==> src/rtl/i2s_pkg.sv <==
// Shared types and helpers for the I2S stereo transmitter slice.
package i2s_pkg;

  // Pair storage is sized for the widest supported sample; narrower
  // samples sit in the low bits and the upper bits stay zero.
  localparam int unsigned I2S_MAX_DATA_W = 32;
  localparam int unsigned I2S_PAIR_W     = 2 * I2S_MAX_DATA_W;

  typedef struct packed {
    logic [I2S_MAX_DATA_W-1:0] left;
    logic [I2S_MAX_DATA_W-1:0] right;
  } i2s_pair_t;

  typedef enum logic {
    I2S_LEFT_JUST = 1'b0,
    I2S_PHILIPS   = 1'b1
  } i2s_mode_e;

  function automatic int unsigned frame_len(input int unsigned slot_w);
    return 2 * slot_w;
  endfunction

endpackage

==> src/rtl/i2s_pair_buffer.sv <==
// One-deep holding register for stereo pairs; a drain and a push may coincide.
module i2s_pair_buffer
  import i2s_pkg::*;
(
  input  logic                  serial_clk,
  input  logic                  reset,
  input  logic                  in_valid,
  output logic                  in_ready,
  input  logic [I2S_PAIR_W-1:0] in_pair,
  input  logic                  drain,
  output logic                  full,
  output logic [I2S_PAIR_W-1:0] drain_pair
);

  i2s_pair_t held;
  logic      push;

  always_comb begin
    in_ready = !full || drain;
    push     = in_valid && in_ready;
  end

  // A push in the drain cycle refills the slot, so full stays set.
  always_ff @(posedge serial_clk) begin
    if (reset) begin
      full <= 1'b0;
      held <= '0;
    end else if (push) begin
      full <= 1'b1;
      held <= in_pair;
    end else if (drain) begin
      full <= 1'b0;
    end
  end

  assign drain_pair = held;

endmodule

==> src/rtl/i2s_tx_stream.sv <==
// Stereo I2S serialiser: free-running frame position, registered framing and
// data outputs, underrun reporting when a frame starts with no buffered pair.
module i2s_tx_stream
  import i2s_pkg::*;
#(
  parameter int unsigned DATA_W   = 16,
  parameter int unsigned SLOT_W   = 17,
  parameter int unsigned I2S_MODE = 1,
  parameter int unsigned UCNT_W   = 16
) (
  input  logic              serial_clk,
  input  logic              reset,
  input  logic              in_valid,
  output logic              in_ready,
  input  logic [DATA_W-1:0] in_left,
  input  logic [DATA_W-1:0] in_right,
  output logic              word_select,
  output logic              sound_bit_out,
  output logic              underrun,
  output logic [UCNT_W-1:0] underrun_count
);

  localparam int unsigned FRAME_LEN = frame_len(SLOT_W);
  localparam int unsigned POS_W     = $clog2(FRAME_LEN);
  localparam int unsigned BIT_W     = $clog2(I2S_MAX_DATA_W);
  localparam i2s_mode_e   MODE      = (I2S_MODE != 0) ? I2S_PHILIPS : I2S_LEFT_JUST;
  localparam int unsigned OFF       = (MODE == I2S_PHILIPS) ? 1 : 0;

  localparam logic [POS_W-1:0] POS_LAST = POS_W'(FRAME_LEN - 1);
  localparam logic [POS_W-1:0] POS_SLOT = POS_W'(SLOT_W);
  localparam logic [POS_W-1:0] POS_L0   = POS_W'(OFF);
  localparam logic [POS_W-1:0] POS_R0   = POS_W'(SLOT_W + OFF);
  localparam logic [POS_W-1:0] POS_DW   = POS_W'(DATA_W);
  localparam logic [BIT_W-1:0] BIT_TOP  = BIT_W'(DATA_W - 1);

  logic [POS_W-1:0]          pos;
  logic [POS_W-1:0]          pos_next;
  logic [POS_W-1:0]          rel;
  logic                      load_edge;
  logic                      buf_full;
  logic                      right_slot;
  logic                      bit_next;
  logic [BIT_W-1:0]          bit_sel;
  logic [I2S_MAX_DATA_W-1:0] word;
  i2s_pair_t                 in_pair;
  i2s_pair_t                 drain_pair;
  i2s_pair_t                 cur_pair;
  i2s_pair_t                 frame_next;

  always_comb begin
    in_pair.left  = I2S_MAX_DATA_W'(in_left);
    in_pair.right = I2S_MAX_DATA_W'(in_right);
  end

  i2s_pair_buffer u_buffer (
    .serial_clk (serial_clk),
    .reset      (reset),
    .in_valid   (in_valid),
    .in_ready   (in_ready),
    .in_pair    (in_pair),
    .drain      (load_edge),
    .full       (buf_full),
    .drain_pair (drain_pair)
  );

  // Outputs are registered, so everything is computed for the position the
  // next edge enters. A position before a slot's first bit wraps rel high.
  always_comb begin
    load_edge  = (pos == POS_LAST);
    pos_next   = load_edge ? '0 : pos + 1'b1;
    frame_next = cur_pair;
    if (load_edge) begin
      frame_next = buf_full ? drain_pair : '0;
    end
    right_slot = (pos_next >= POS_SLOT);
    rel        = pos_next - (right_slot ? POS_R0 : POS_L0);
    word       = right_slot ? frame_next.right : frame_next.left;
    bit_sel    = BIT_TOP - BIT_W'(rel);
    bit_next   = (rel < POS_DW) ? word[bit_sel] : 1'b0;
  end

  always_ff @(posedge serial_clk) begin
    if (reset) begin
      pos            <= '0;
      cur_pair       <= '0;
      word_select    <= 1'b0;
      sound_bit_out  <= 1'b0;
      underrun       <= 1'b0;
      underrun_count <= '0;
    end else begin
      pos           <= pos_next;
      cur_pair      <= frame_next;
      word_select   <= right_slot;
      sound_bit_out <= bit_next;
      underrun      <= load_edge && !buf_full;
      if (load_edge && !buf_full && (underrun_count != '1)) begin
        underrun_count <= underrun_count + 1'b1;
      end
    end
  end

endmodule
==> config.mk <==
export PLATFORM = sky130hd
export DESIGN_NAME = i2s_tx_stream
export DESIGN_NICKNAME = d
export VERILOG_FILES = /design/src/rtl/i2s_pkg.sv /design/src/rtl/i2s_pair_buffer.sv /design/src/rtl/i2s_tx_stream.sv
export SDC_FILE = /design/constraint.sdc
export NUM_CORES = 1
export LEC_CHECK = 0
export CORE_UTILIZATION = 35
export CTS_BUF_LIST = sky130_fd_sc_hd__clkbuf_2 sky130_fd_sc_hd__clkbuf_4 sky130_fd_sc_hd__clkbuf_8
export DETAILED_ROUTE_END_ITERATION = 6
export SYNTH_ARGS = -nofsm -noshare
export SYNTH_HDL_FRONTEND = slang
export SYNTH_HIERARCHICAL = 1
export SYNTH_SLANG_ARGS = --single-unit
==> constraint.sdc <==
create_clock -name serial_clk -period 4.35 [get_ports serial_clk]
set_input_delay 0.6525 -clock serial_clk [delete_from_list [all_inputs] [get_ports serial_clk]]
set_output_delay 0.6525 -clock serial_clk [all_outputs]
set_load 0.01 [all_outputs]
==> flow_summary.toml, run 1 <==
[placed_design]
port-buffer-count = 54
place_hpwl_microns = 6630
gpl.final_weighted_congestion = 0.8487
placed_standard_cell_area_sq_um = 4893
place_inst = 693

[global_route]
grt_max_degree = 66
global_route_wire_length_before_repair_microns = 16930
via_count_of_the_first_global_routing_pass = 3601
globalRouteOverflowTotal = 0
grt_use_total = 0.1609
antenna_found_initial = 0

[clock_tree]
tritoncts = "yes"
cts_made_buffers = 9
cts.clk_slew.worst_paths_ps = 80
cts_num_sinks = 90
hold_fix_buffers_at_cts = 0
maximum_root_to_sink_buffer_count = 2
h-tree-depth = 3
clock-root-buffer = "sky130_fd_sc_hd__clkbuf_8"
clk-insertion-delay-late_ps = 360

[finish]
post_route_cell_area_sq_um = 5109
layout.cells.non_filler = 709
final-seq-area_sq_um = 1802
n_antenna_cell = 0
syn_to_final_growth_pct = 15.08
multi_input_area_sq_um = 2258
final_layout_size_suffix_gt1_frac = 0.09797
fill_count = 1258
fin_nets = 578

[timing]
fin_crit_ps = 4044
timing.final.max_slew_violations = 0
report.final.setup_viol = 0
fin_tns_setup_ps = 0
max_slew_margin_vs_limit = 0.2581
max_freq_mhz = 247.3
hold_ws_ps = 457.4
timing_worst_slew_pin_value_ps = 1113
setup_repair_after_global_routing_missed_its_margin = "no"
ratio_of_final_minimum_period_to_clock_period = 0.9296
hold_viol = 0
timing.clock.skew_ps = 8.182

[logic_synthesis]
syn-mean-instance-area_sq_um = 8.456
postSynthCellCount = 525
synthesis.area_sq_um = 4439
synth.net_count = 567
synth.yosys.warnings = 6

[critical_path]
crit_arrival_ps = 4290
max_fo_critical_path = 17
startpoint_type = "flop"
setup.worst_path.end_class = "flop"
cp.required_ps = 4600
worstSetupPathType = "reg2reg"

[outcome]
status = "complete, no violations"

[drt]
drt_drc_violations_left = 0
finalWirelength_microns = 9841
route.antenna.remaining_nets = 0
post_drt_via_cell_ratio = 5.159
drtPass1Iterations = 4
dr_total_vias = 3658
drt_iter0_markers = 171
routedWlPerCell_microns = 13.88

[power_and_ir_drop]
ir_drop_uv = 148.3
cell_pwr_density_nw_per_um2 = 334.8
static-leakage-power_nw = 1.856

[die]
die_width_microns = 114.6
initial_util = 0.3635
core_area_sq_um = 12210
die-area_sq_um = 13140
io_pins = 55
placement_rows = 40
die-height_microns = 114.6

[min_path]
timing.hold.worst.class = "reg2reg"

[job]
timing.max_cap.violations = 0
path summary, 6_finish.rpt:
kind | depth (start not counted) | to | from | slack [ps]
setup / recovery | 15 | sound_bit_out | pos[0] | 310
hold / removal | 2 | cur_pair[6] | cur_pair[6] | 460
setup reg to reg | 15 | sound_bit_out | pos[0] | 310
hold reg to reg | 2 | cur_pair[6] | cur_pair[6] | 460
power breakdown:
group	internal (W)	total, W	switching (W)
clock network	0.000316	0.000594	0.000278
logic	0.000117	0.000253	0.000137
registers	0.000845	0.000864	0.0000183
through the flow:
step | util | total power, W | worst slack [ps]
final | 0.4183 | 0.001711 | 306.1
after global placement | 0.4007 | 0.001124 | 473.0
after detailed placement | 0.4007 | 0.001130 | 240.4
after floorplan | - | 0.001065 | 839.5
after global routing | 0.4183 | 0.001797 | 20.03
after CTS | 0.4178 | 0.001723 | 215.1
layout make-up:
class                           instances  share of cell area
Clock inverter                          2            0.006858
Timing Repair Buffer                   60              0.1127
Multi-Input combinational cell        363              0.4421
Tap cell                              168             0.04115
Clock buffer                           14             0.03404
Sequential cell                        90              0.3527
Inverter                               12             0.01053
placed cells by master, fill, tap and decap left out, types with 2 or more instances in the layout:
cell type                         count
sky130_fd_sc_hd__a21boi_0             5
sky130_fd_sc_hd__clkdlybuf4s50_1     52
sky130_fd_sc_hd__nand2_1             32
sky130_fd_sc_hd__and3_1              12
sky130_fd_sc_hd__buf_2                2
sky130_fd_sc_hd__nand4_1              6
sky130_fd_sc_hd__and4_1               2
sky130_fd_sc_hd__and2_1               2
sky130_fd_sc_hd__buf_4                6
sky130_fd_sc_hd__a31oi_1              9
sky130_fd_sc_hd__a21oi_1             71
sky130_fd_sc_hd__nor4_1               6
sky130_fd_sc_hd__nand3_1             59
sky130_fd_sc_hd__xnor2_1              7
sky130_fd_sc_hd__or3_1                5
sky130_fd_sc_hd__a211o_1              7
sky130_fd_sc_hd__nor2b_1              2
sky130_fd_sc_hd__nor2_1              35
sky130_fd_sc_hd__inv_1                9
sky130_fd_sc_hd__a21bo_2             16
sky130_fd_sc_hd__clkbuf_8            11
sky130_fd_sc_hd__dfxtp_1             90
sky130_fd_sc_hd__nor3_1              13
sky130_fd_sc_hd__clkbuf_4             3
sky130_fd_sc_hd__or4_1                3
sky130_fd_sc_hd__o21ai_0              7
sky130_fd_sc_hd__o211ai_1             7
sky130_fd_sc_hd__xor2_1              13
sky130_fd_sc_hd__a21bo_1             16
sky130_fd_sc_hd__o31ai_1              5
sky130_fd_sc_hd__ha_1                 6
what timing repair did:
| action | in CTS | in global routing |
|---|---|---|
| resized for setup | 0 | 2 |
| setup buffers | 0 | 0 |
| setup endpoints to repair | 0 | 1 |
sequential cells by signal, summed over array words and instances, names as in the netlist:
register and count:
cur_pair 32, u_buffer/drain_pair 32, underrun_count 16, pos 6, sound_bit_out 1, u_buffer/full 1
underrun 1, word_select 1
per-layer routing:
layer	wire length (microns)	global-route usage
met5	0	0
met4	200	0.06753
met1	4575	0.1978
met3	322	0.02965
met2	4742	0.2756
worst max-delay path, cell delays in order, from the launching register on:
cell,delay [ps]
sky130_fd_sc_hd__dfxtp_1,500
sky130_fd_sc_hd__ha_1,330
sky130_fd_sc_hd__nand3_1,120
sky130_fd_sc_hd__xor2_1,270
sky130_fd_sc_hd__o311a_4,350
sky130_fd_sc_hd__nor2_4,70
sky130_fd_sc_hd__inv_2,230
sky130_fd_sc_hd__ha_1,230
sky130_fd_sc_hd__inv_1,60
sky130_fd_sc_hd__fa_2,670
sky130_fd_sc_hd__clkinvlp_4,230
sky130_fd_sc_hd__nor4_1,300
sky130_fd_sc_hd__a31oi_1,90
sky130_fd_sc_hd__a211o_1,280
sky130_fd_sc_hd__nand4_1,120
sky130_fd_sc_hd__o22ai_2,90
Note: power is estimated with default switching activity, not from simulation.
==> inputs of run 2 (changes only) <==
Clock period 4.35 ns to 5.1 ns, I/O delays scaled along.
==> flow_summary.toml, run 2 (same netlist as run 1, synthesis figures left out) <==
[outcome]
status = "complete, no violations"

[clock_tree]
hold_fix_buffers_at_cts = 0
tritoncts = "yes"
ctsResizeCount = 0
cts.clk_slew.worst_paths_ps = 90
clock-root-buffer = "sky130_fd_sc_hd__clkbuf_8"
h-tree-depth = 3
cts_made_buffers = 9
clk-insertion-delay-late_ps = 370
postCtsSetupRepairBufs = 0
maximum_root_to_sink_buffer_count = 2
cts_num_sinks = 90

[die]
die_width_microns = 114.6
core_area_sq_um = 12210
io_pins = 55
die-area_sq_um = 13140
placement_rows = 40
initial_util = 0.3635
die-height_microns = 114.6

[power_and_ir_drop]
ir_drop_uv = 139.3
switching_power_w = 0.0003999
power.share.sequential = 0.490
p_int_w = 0.001099
clockPowerShare = 0.367
static-leakage-power_nw = 1.857
cell_pwr_density_nw_per_um2 = 293.2
power_frac_comb = 0.143
power_switching_share = 0.2667

[min_path]
timing.hold.worst.class = "reg2reg"

[drt]
drt_drc_violations_left = 0
routedWlPerCell_microns = 14.37
post_drt_via_cell_ratio = 5.178
dr_total_vias = 3666
drt_iter0_markers = 225
route.antenna.remaining_nets = 0
drtPass1Iterations = 4
finalWirelength_microns = 10180

[critical_path]
path_cells = "ha_1 > nand3_1 > xor2_1 > o311a_4 > nor2_4 > inv_2 > ha_1 > inv_1 > fa_1 > clkinv_1 > nor4_1 > a31oi_1 > a211o_1 > nand4_1 > o22ai_2"
critical_path_buf_inv_count = 3
max_fo_critical_path = 17
cp.required_ps = 5360
startpoint_type = "flop"
crit_arrival_ps = 4570
critical-path-slowest-cell = "sky130_fd_sc_hd__fa_1"
cp_common_cell = "sky130_fd_sc_hd__ha_1"
critical-path-top-delay-family = "adder cells"
worstSetupPathType = "reg2reg"
setup.worst_path.end_class = "flop"
slowest_delay_ps = 750

[global_route]
grt_max_degree = 91
via_count_of_the_first_global_routing_pass = 3649
global_route_wire_length_before_repair_microns = 17400
globalRouteOverflowTotal = 0
antenna_found_initial = 0
grt_use_total = 0.1657

[finish]
mostFrequentLayoutCell = "sky130_fd_sc_hd__dfxtp_1"
final-seq-area_sq_um = 1802
fin_nets = 577
n_antenna_cell = 0
fill_count = 1253
multi_input_area_sq_um = 2256
final_layout_size_suffix_gt1_frac = 0.09259
syn_to_final_growth_pct = 15.16
layout.cells.most_common_list = "sky130_fd_sc_hd__dfxtp_1, sky130_fd_sc_hd__a21oi_1, sky130_fd_sc_hd__nand3_1"

[timing]
max_freq_mhz = 231.7
hold_viol = 0
timing.clock.skew_ps = 6.133
timing_worst_slew_pin_value_ps = 1108
report.final.setup_viol = 0
timing.final.max_slew_violations = 0
max_slew_margin_vs_limit = 0.2610
final_critical_path_setup_slack_ps = 784.5
fin_tns_setup_ps = 0
setup_repair_after_global_routing_missed_its_margin = "no"
ratio_of_final_minimum_period_to_clock_period = 0.8462
fin_crit_ps = 4315

[placed_design]
place_hpwl_microns = 6672
gpl.final_weighted_congestion = 0.8827
port-buffer-count = 54
dp_slack_ps = 914.2

[job]
timing.max_cap.violations = 0
-- run 2: cell count changes in the layout (fill, tap and decap cells not counted), sizes merged --
cell	before	now
buf	8	7
inv	10	11
bufinv	1	2
clkinv	2	6
clkbuf	14	9
clkinvlp	1	0
-- run 2: final timing paths --
| kind | from | end | slack (ps) | cells after the start |
|---|---|---|---|---|
| worst max-delay path | pos[0] | sound_bit_out | 780 | 15 |
| worst min-delay path | cur_pair[7] | cur_pair[7] | 450 | 2 |
| worst max register to register | pos[0] | sound_bit_out | 780 | 15 |
| worst min register to register | cur_pair[7] | cur_pair[7] | 450 | 2 |
-- run 2: power groups by stage --
stage | Clock [W] | Sequential, W | Combinational, W
6_report | 0.000550 | 0.000734 | 0.000215
5_1_grt | 0.000594 | 0.000737 | 0.000236
4_1_cts | 0.000566 | 0.000735 | 0.000214
3_3_place_gp | 0 | 0.000750 | 0.000208
3_5_place_dp | 0 | 0.000751 | 0.000212
2_1_floorplan | 0 | 0.000746 | 0.000162
-- run 2: per-stage QoR --
step / util / total power, W / hold WS (ps) / cells / instance area [sq um]
floorplan: - / 0.0009083 / 426.9 / 525 / 4439
global placement: 0.4001 / 0.0009588 / 452.9 / 692 / 4886
detailed placement: 0.4001 / 0.0009630 / 444.2 / 692 / 4886
CTS: 0.4186 / 0.001515 / 457.8 / 708 / 5112
global route: 0.4186 / 0.001568 / 485.6 / 708 / 5112
finish: 0.4186 / 0.001499 / 452.9 / 708 / 5112
-- run 2: cell type report --
cell class / instances / share of cell area
well taps: 168 / 0.04112
clock buffers: 9 / 0.02423
clock inverters: 7 / 0.02007
multi-input cells: 363 / 0.4413
repair buffers: 59 / 0.1111
inverters: 12 / 0.009790
flip-flops and latches: 90 / 0.3524
-- run 2: metal layers --
metal / global-route usage / up-vias / share of wire / routed length, microns
li1: - / 1859 / - / -
met1: 0.2022 / 1736 / 0.46 / 4675
met2: 0.2844 / 55 / 0.49 / 5022
met3: 0.03600 / 16 / 0.031 / 313
met4: 0.06320 / 0 / 0.016 / 164
met5: 0 / - / 0 / 0
-- run 2: worst register-to-register path, stage by stage, from the launching register on --
cell                       delay (ps)
sky130_fd_sc_hd__dfxtp_1          490
sky130_fd_sc_hd__ha_1             330
sky130_fd_sc_hd__nand3_1          120
sky130_fd_sc_hd__xor2_1           290
sky130_fd_sc_hd__o311a_4          350
sky130_fd_sc_hd__nor2_4            70
sky130_fd_sc_hd__inv_2            230
sky130_fd_sc_hd__ha_1             240
sky130_fd_sc_hd__inv_1             60
sky130_fd_sc_hd__fa_1             750
sky130_fd_sc_hd__clkinv_1         350
sky130_fd_sc_hd__nor4_1           380
sky130_fd_sc_hd__a31oi_1           80
sky130_fd_sc_hd__a211o_1          280
sky130_fd_sc_hd__nand4_1          120
sky130_fd_sc_hd__o22ai_2           90
